--- src/rtl/reindeer_machine_timer.sv ---
// Memory-mapped machine timer: a 64-bit mtime advanced by a programmable prescaler,
// a 64-bit mtimecmp compare, and a small register file with a carry-safe split read.
module reindeer_machine_timer #(
  parameter int PRESCALE_BITS = 8
) (
  input  logic        clk,
  input  logic        reset,
  input  logic        sync_reset,
  input  logic        reg_read_enable,
  input  logic        reg_write_enable,
  input  logic [2:0]  reg_addr,
  input  logic [31:0] reg_write_data,
  output logic        reg_read_en_out,
  output logic [31:0] reg_read_data_out,
  output logic        addr_error,
  output logic        timer_triggered
);

  localparam logic [2:0] ADDR_MTIME_LO = 3'd0;
  localparam logic [2:0] ADDR_MTIME_HI = 3'd1;
  localparam logic [2:0] ADDR_CMP_LO   = 3'd2;
  localparam logic [2:0] ADDR_CMP_HI   = 3'd3;
  localparam logic [2:0] ADDR_CTRL     = 3'd4;
  localparam int         DIV_LSB       = 8;

  logic [63:0]              mtime;
  logic [63:0]              mtimecmp;
  logic [31:0]              shadow;
  logic                     enable;
  logic [PRESCALE_BITS-1:0] div;
  logic [PRESCALE_BITS-1:0] prescaler;
  logic                     tick;
  logic                     addr_invalid;
  logic [31:0]              ctrl_value;
  logic [31:0]              read_value;

  assign tick         = enable && (prescaler == div);
  assign addr_invalid = (reg_addr > ADDR_CTRL);

  always_comb begin
    ctrl_value = '0;
    ctrl_value[0] = enable;
    ctrl_value[DIV_LSB +: PRESCALE_BITS] = div;
  end

  // Read mux sees pre-write register values, so a simultaneous write returns old data.
  always_comb begin
    read_value = '0;
    case (reg_addr)
      ADDR_MTIME_LO: read_value = mtime[31:0];
      ADDR_MTIME_HI: read_value = shadow;
      ADDR_CMP_LO:   read_value = mtimecmp[31:0];
      ADDR_CMP_HI:   read_value = mtimecmp[63:32];
      ADDR_CTRL:     read_value = ctrl_value;
      default:       read_value = '0;
    endcase
  end

  always_ff @(posedge clk or posedge reset) begin
    if (reset) begin
      mtime             <= '0;
      mtimecmp          <= '1;
      shadow            <= '0;
      enable            <= 1'b0;
      div               <= '0;
      prescaler         <= '0;
      reg_read_en_out   <= 1'b0;
      reg_read_data_out <= '0;
      addr_error        <= 1'b0;
      timer_triggered   <= 1'b0;
    end else if (sync_reset) begin
      mtime             <= '0;
      mtimecmp          <= '1;
      shadow            <= '0;
      enable            <= 1'b0;
      div               <= '0;
      prescaler         <= '0;
      reg_read_en_out   <= 1'b0;
      reg_read_data_out <= '0;
      addr_error        <= 1'b0;
      timer_triggered   <= 1'b0;
    end else begin
      if (reg_write_enable && reg_addr == ADDR_CTRL) begin
        prescaler <= '0;
        enable    <= reg_write_data[0];
        div       <= reg_write_data[DIV_LSB +: PRESCALE_BITS];
      end else if (!enable || tick) begin
        prescaler <= '0;
      end else begin
        prescaler <= prescaler + 1'b1;
      end

      // A software write to either mtime half wins over the tick in the same cycle.
      if (reg_write_enable && reg_addr == ADDR_MTIME_LO) begin
        mtime[31:0] <= reg_write_data;
      end else if (reg_write_enable && reg_addr == ADDR_MTIME_HI) begin
        mtime[63:32] <= reg_write_data;
      end else if (tick) begin
        mtime <= mtime + 64'd1;
      end

      if (reg_write_enable && reg_addr == ADDR_CMP_LO) mtimecmp[31:0]  <= reg_write_data;
      if (reg_write_enable && reg_addr == ADDR_CMP_HI) mtimecmp[63:32] <= reg_write_data;

      reg_read_en_out <= reg_read_enable;
      if (reg_read_enable) begin
        reg_read_data_out <= read_value;
        if (reg_addr == ADDR_MTIME_LO) shadow <= mtime[63:32];
      end

      addr_error      <= (reg_read_enable || reg_write_enable) && addr_invalid;
      timer_triggered <= (mtime >= mtimecmp);
    end
  end

endmodule

--- config.mk ---
export PLATFORM = sky130hd
export DESIGN_NAME = reindeer_machine_timer
export DESIGN_NICKNAME = d
export VERILOG_FILES = /design/src/rtl/reindeer_machine_timer.sv
export SDC_FILE = /design/constraint.sdc
export NUM_CORES = 1
export LEC_CHECK = 0
export ABC_AREA = 1
export CAP_MARGIN = 20
export CORE_MARGIN = 4
export CORE_UTILIZATION = 25
export DETAILED_ROUTE_END_ITERATION = 10
export PLACE_DENSITY_LB_ADDON = 0.12
export SYNTH_ARGS = -nofsm -noshare
export SYNTH_HDL_FRONTEND = slang
export SYNTH_SLANG_ARGS = --single-unit
--- constraint.sdc ---
create_clock -name clk -period 10 [get_ports clk]
set_input_delay 2 -clock clk [delete_from_list [all_inputs] [get_ports clk]]
set_output_delay 2 -clock clk [all_outputs]
set_load 0.01 [all_outputs]
==> out/metrics.cfg, run 1 <==
[logic_synthesis]
synth_common_cells=nand2_1 (521), inv_1 (243), nor2_1 (171)
syn_area_um2=13500
syn-num-nets=1977
synth_edf_count=0
synth.ff_latch_count=212
async_reset_ff_frac=1.00
synth.top_cell.area_share=0.275
yosysMostFrequentCell=nand2_1
synth.avg_cell_area_um2=7.19
yosys.area_share.simple=0.290
syn-instance-count=1871
synth_compound_area_frac=0.140
synthAdderAreaFrac=0.0614
synthMuxAreaShare=0
synth_xor_area_frac=0.0117
synth_flop_cell=dfrtp_1
yosysTopAreaCell=dfrtp_1
ys_warn_count=0
ys_seq_area_frac=0.400
synth_top_family_by_area=simple AND/OR/NAND/NOR gates
yosysUniqueCellTypes=43
synthTopCellsByArea=dfrtp_1 (28%), nand2_1 (15%), dfstp_2 (12%), inv_1 (6.8%), ha_1 (6.1%)

[critical_path]
end_kind=register
startpoint=reg_addr[1]
slowest_stage=nor2_8
crit_required_ns=10.49
setup.worst_path.start_class=primary input
cp.depth=12
reg2regPathDepth=9
arrival_ns=5.37
timing.rr.end=mtime[52]
crit_path_cell_trace=clkdlybuf4s50_1 > nor2_4 > nand2_2 > nor2_8 > inv_4 > nand2_2 > inv_2 > nand2_2 > nand2_4 > nor2_8 > inv_2 > o21ai_1
r2r_slack_ns=7.46
max_stage_delay_ns=0.57
cp_max_fo=50
r2r_start=mtime[16]
crit_family=simple AND/OR/NAND/NOR gates
criticalPathCategory=primary input to register
endpoint=mtime[6]
cpMostUsedCell=nand2_2
path_buf_inv=4

[pwr]
vdd_drop_max_uv=110
pwr_density_cell_nw_per_um2=144
p_leak_nw=7.15

[sta]
max-slew-margin-rel=0.336
hold_viol_final=0
final-setup-viol-count=0
post-route-min-period_ns=4.89
tns_ns=0
hold_ws_ns=0.514
slew_violations=0
worstMarginPinSlew_ns=0.993
clock_skew_ns=0.0174
max_freq_mhz=205
grt_setup_unrepaired=false
fin_crit_sh=0.489

[global_routing]
grt_antenna_before_repair=0
grt_max_degree=105
grt_pass1_vias=12948
grt_pass1_wl_um=86300
grt-ovfl-total=0
globalRouteTotalUtil=0.198

[hold_path]
holdCritPathClass=register to register

[detailed_routing]
drt_pass1_iterations=5
post_drt_via_cell_ratio=4.89
drtIter0Drc=905
ant_nets=0
route.detailed.drc=0
post_drt_wl_per_cell_um=21.9
totalWireLength_um=57600
vias=12873

[flow_run]
maxCapViolCount=0

[clock_tree]
htreeDepth=1
cts_setup_buffers=0
clock_sinks=212
cts_made_buffers=29
cts_tree=built
hold_buffers=0
cts_resized=0
clock_latency_ns=0.57
path_clk_slew_ns=0.06
root_buffer=clkbuf_16
clock_path_buffers=3

[floorplanning]
die_h_um=240
ios=75
die_x_um=240
core-area_um2=53000
start_util=0.254
die-area_um2=57600
rows=84

[final_layout]
area_growth_pct=17.6
drive_gt1_frac=0.0863
design_area_um2=15800
final_nets=2030
insertedDiodeCount=0
fin_util=0.299

[placed_design]
io_buffers=74
place_congestion=0.927
dp_hpwl_um=41900
placed_area_um2=14900

[status]
outcome=completed

==> routing by layer <==
metal | global-route usage | vias up | share of wire | wire [um]
li1 | - | 6259 | - | -
met1 | 0.276 | 6284 | 0.47 | 26900
met2 | 0.333 | 268 | 0.47 | 27000
met3 | 0.0248 | 62 | 0.046 | 2630
met4 | 0.0385 | 0 | 0.018 | 1060
met5 | 0 | - | 0 | 0
==> flip-flops by register name, summed over array words and instances, names as in the netlist <==
signal and cells:
timer_triggered 1, mtimecmp 64, addr_error 1, enable 1, reg_read_en_out 1, div 8, reg_read_data_out 32, prescaler 8
shadow 32, mtime 64
==> worst min-delay path by stage <==
stage	start	end	slack [ns]	depth (start not counted)
2_1_floorplan	prescaler[0]	prescaler[0]	0.47	1
3_3_place_gp	reg_read_data_out[5]	reg_read_data_out[5]	0.50	2
3_5_place_dp	reg_read_data_out[5]	reg_read_data_out[5]	0.50	2
4_1_cts	reg_read_data_out[5]	reg_read_data_out[5]	0.52	2
5_1_grt	mtimecmp[45]	mtimecmp[45]	0.54	2
6_report	reg_read_data_out[5]	reg_read_data_out[5]	0.51	2
==> worst min-delay path, stage by stage, from the launching register on <==
cell and delay [ns]:
dfrtp_1 0.35, nand3_1 0.07, o21ai_0 0.06
==> through the flow <==
step / cells / setup WS (ns) / power, mW
after floorplan: 1871 / 2.31 / 1.13
after global placement: 2581 / 4.61 / 1.26
after detailed placement: 2581 / 4.51 / 1.26
after CTS: 2634 / 5.10 / 2.32
after global routing: 2634 / 4.91 / 2.39
final: 2634 / 5.11 / 2.29
==> cell usage in the layout, fill, tap and decap left out, types with 3 or more instances in the layout <==
master	n
o21ai_0	150
clkbuf_16	29
a21oi_1	42
nand3_1	138
ha_1	66
inv_2	8
a221oi_1	23
clkinv_2	6
nand3b_1	6
dfrtp_1	148
nor2_4	3
a211oi_1	9
xor2_1	12
nand2_1	520
nand4_1	36
nand2_2	11
dfstp_2	64
nor2_2	7
nor2_1	171
clkbuf_8	6
o22ai_1	76
o21ai_1	18
inv_1	242
clkbuf_1	11
xnor2_1	6
clkinv_1	3
clkdlybuf4s50_1	74
nor3_1	16
buf_4	17
and2_1	3
==> cell type report <==
class                      count  area [um2]
inverter                     257         977
sequential                   212        5390
timing repair buffer          91         868
multi-input combinational   1333        6800
clock buffer                  46         850
clock inverter                 7        88.8
tap                          688         861
fill                        5874       37100
==> logic make-up after synthesis <==
group,after synthesis
compound gates,330
xor+xnor,18
fa+ha+maj,66
flops,212
buf+inv,326
simple gates,919
==> report_power, final <==
part           internal, mW  switching, mW
clock network         0.629          0.417
logic                0.0888          0.197
registers             0.918         0.0367
(Power assumes the default switching activity.)
==> inputs of run 2 (changes only) <==
==> constraint.sdc (replaced) <==
create_clock -name clk -period 4.2 [get_ports clk]
set_input_delay 0.84 -clock clk [delete_from_list [all_inputs] [get_ports clk]]
set_output_delay 0.84 -clock clk [all_outputs]
set_load 0.01 [all_outputs]
==> run 2 against run 1 <==
Via count is 0.19% higher. Critical path type unchanged. Clock power is 120% higher. Highest routed layer unchanged. Critical path depth shrank 5. First-iteration DRC count grew 2.7%.
==> out/metrics.cfg, run 2 (same netlist as run 1, synthesis figures left out) <==
[status]
outcome=completed

[clock_tree]
cts_resized=0  ; unchanged
cts_tree=built
clock_sinks=212  ; unchanged
cts_made_buffers=28  ; -3.4%
htreeDepth=1  ; unchanged
cts_setup_buffers=0  ; unchanged
clock_latency_ns=0.57  ; about the same
path_clk_slew_ns=0.06  ; about the same
clock_path_buffers=3  ; unchanged
root_buffer=clkbuf_16
hold_buffers=0  ; unchanged

[final_layout]
drive_gt1_frac=0.0913  ; +0.00495
n_fill_cell=5867  ; -0.12%
largestRegisters=mtime x64, mtimecmp x64
multi_input_area_um2=6800  ; about the same
finalNonFillerCells=2649  ; +0.57%
fin_util=0.302  ; +0.00319
insertedDiodeCount=0  ; unchanged
design_area_um2=16000  ; +1.1%
area_growth_pct=18.9
final_nets=2045  ; +0.74%
regArea_um2=5390  ; unchanged
final_cell_mix=nand2_1 (521), inv_1 (242), nor2_1 (171)
mostFrequentLayoutCell=nand2_1

[sta]
post-route-min-period_ns=2.86
hold_viol_final=0  ; unchanged
clock_skew_ns=0.0145  ; -0.00292 ns
worstMarginPinSlew_ns=0.987  ; -0.00576 ns
grt_setup_unrepaired=false
max-slew-margin-rel=0.341  ; +0.00480
tns_ns=0  ; unchanged
fin_crit_sh=0.681
slew_violations=0  ; unchanged
max_freq_mhz=350
final-setup-viol-count=0  ; unchanged

[global_routing]
met1_usage=0.282  ; +0.00571
grt-busiest-layer=met2
grt_use_met3=0.0211  ; -0.00367
grt-ovfl-total=0  ; unchanged
grt_max_degree=71  ; -32%
grt_antenna_before_repair=0  ; unchanged
grt_pass1_wl_um=86400  ; +0.20%
grt.met2_usage=0.328  ; -0.00585
globalRouteTotalUtil=0.199  ; +0.000820
grt_pass1_vias=13019  ; +0.55%

[pwr]
pwr_density_cell_nw_per_um2=332  ; +130%
p_leak_nw=7.24  ; +1.2%
vdd_drop_max_uv=286  ; +160%

[detailed_routing]
post_drt_wl_per_cell_um=21.8  ; -0.42%
drt_pass1_iterations=5  ; unchanged
totalWireLength_um=57600  ; +0.15%
vias=12898  ; +0.19%
drtIter0Drc=929  ; +2.7%
ant_nets=0  ; unchanged
post_drt_via_cell_ratio=4.87  ; -0.37%
route.detailed.drc=0  ; unchanged

[flow_run]
maxCapViolCount=0  ; unchanged

[critical_path]
timing.rr.end=timer_triggered
reg2regPathDepth=12  ; +3
setup.worst_path.start_class=primary input
criticalPathCategory=primary input to register
crit_required_ns=4.68  ; -5.81 ns
endpoint=mtimecmp[18]
end_kind=register
r2r_slack_ns=1.66  ; -5.80 ns
arrival_ns=3.34  ; -2.03 ns
cp_max_fo=26  ; -48%
r2r_start=mtimecmp[31]
startpoint=reg_addr[2]

[placed_design]
placed_area_um2=15100  ; +1.4%
place_congestion=0.931  ; +0.41%
dp_hpwl_um=43400  ; +3.6%
placedCellCount=2596  ; +0.58%
io_buffers=74  ; unchanged

[floorplanning]
rows=84  ; unchanged
die_h_um=240  ; unchanged
ios=75  ; unchanged
start_util=0.254  ; unchanged
core-area_um2=53000  ; unchanged
die_x_um=240  ; unchanged
die-area_um2=57600  ; unchanged

[hold_path]
holdCritPathClass=register to register

==> run 2: changes by cell type in the layout (fill, tap and decap cells not counted) <==
| cell | delta |
|---|---|
| bufinv_16 | -2 |
| clkinv_2 | -1 |
| clkbuf_1 | +3 |
| clkbuf_8 | -1 |
| inv_8 | -1 |
| buf_16 | +2 |
| buf_12 | +6 |
| buf_4 | +7 |
| buf_8 | +1 |
| clkinvlp_4 | +1 |
| nand2_1 | +1 |
| nand2_2 | -1 |
==> run 2: area by class of cell <==
type / count / area share
clock inverter: 4 / 0.00149
timing repair buffer: 107 / 0.0695
tap: 688 / 0.0538
inverter: 257 / 0.0609
clock buffer: 48 / 0.0530
sequential: 212 / 0.337
multi-input combinational: 1333 / 0.425
==> run 2: report_power, final <==
part,switching (mW),internal (mW)
registers,0.0872,2.19
clock network,0.971,1.36
logic,0.476,0.230
total,1.53,3.77
==> run 2: metrics by stage <==
step                total power [mW]  setup slack (ns)  hold WS [ns]
finish                          5.31              1.34         0.513
CTS                             5.39              1.37         0.518
global placement                3.00             0.730         0.500
floorplan                       2.70             0.656         0.474
detailed placement              3.02             0.775         0.503
global route                    5.59              1.19         0.534
==> run 2: worst min-delay path by stage <==
stage,start,end,slack (ns),cells after the start
4_1_cts,reg_read_data_out[7],reg_read_data_out[7],0.52,2
6_report,reg_read_data_out[3],reg_read_data_out[3],0.51,2
5_1_grt,reg_read_data_out[18],reg_read_data_out[18],0.53,2
3_3_place_gp,reg_read_data_out[27],reg_read_data_out[27],0.50,2
3_5_place_dp,reg_read_data_out[7],reg_read_data_out[7],0.50,2
2_1_floorplan,prescaler[0],prescaler[0],0.47,1
==> run 2: layer usage <==
metal / vias to the layer above / part of all wire
li1: 6283 / -
met5: - / 0
met3: 83 / 0.042
met4: 0 / 0.026
met1: 6208 / 0.47
met2: 324 / 0.46
==> run 2: critical path, cell delays in order <==
cell	delay (ns)
clkdlybuf4s50_1	0.49
inv_2	0.17
nand3_2	0.55
o21ai_4	0.69
buf_4	0.38
nand2_1	0.10
o21ai_0	0.09
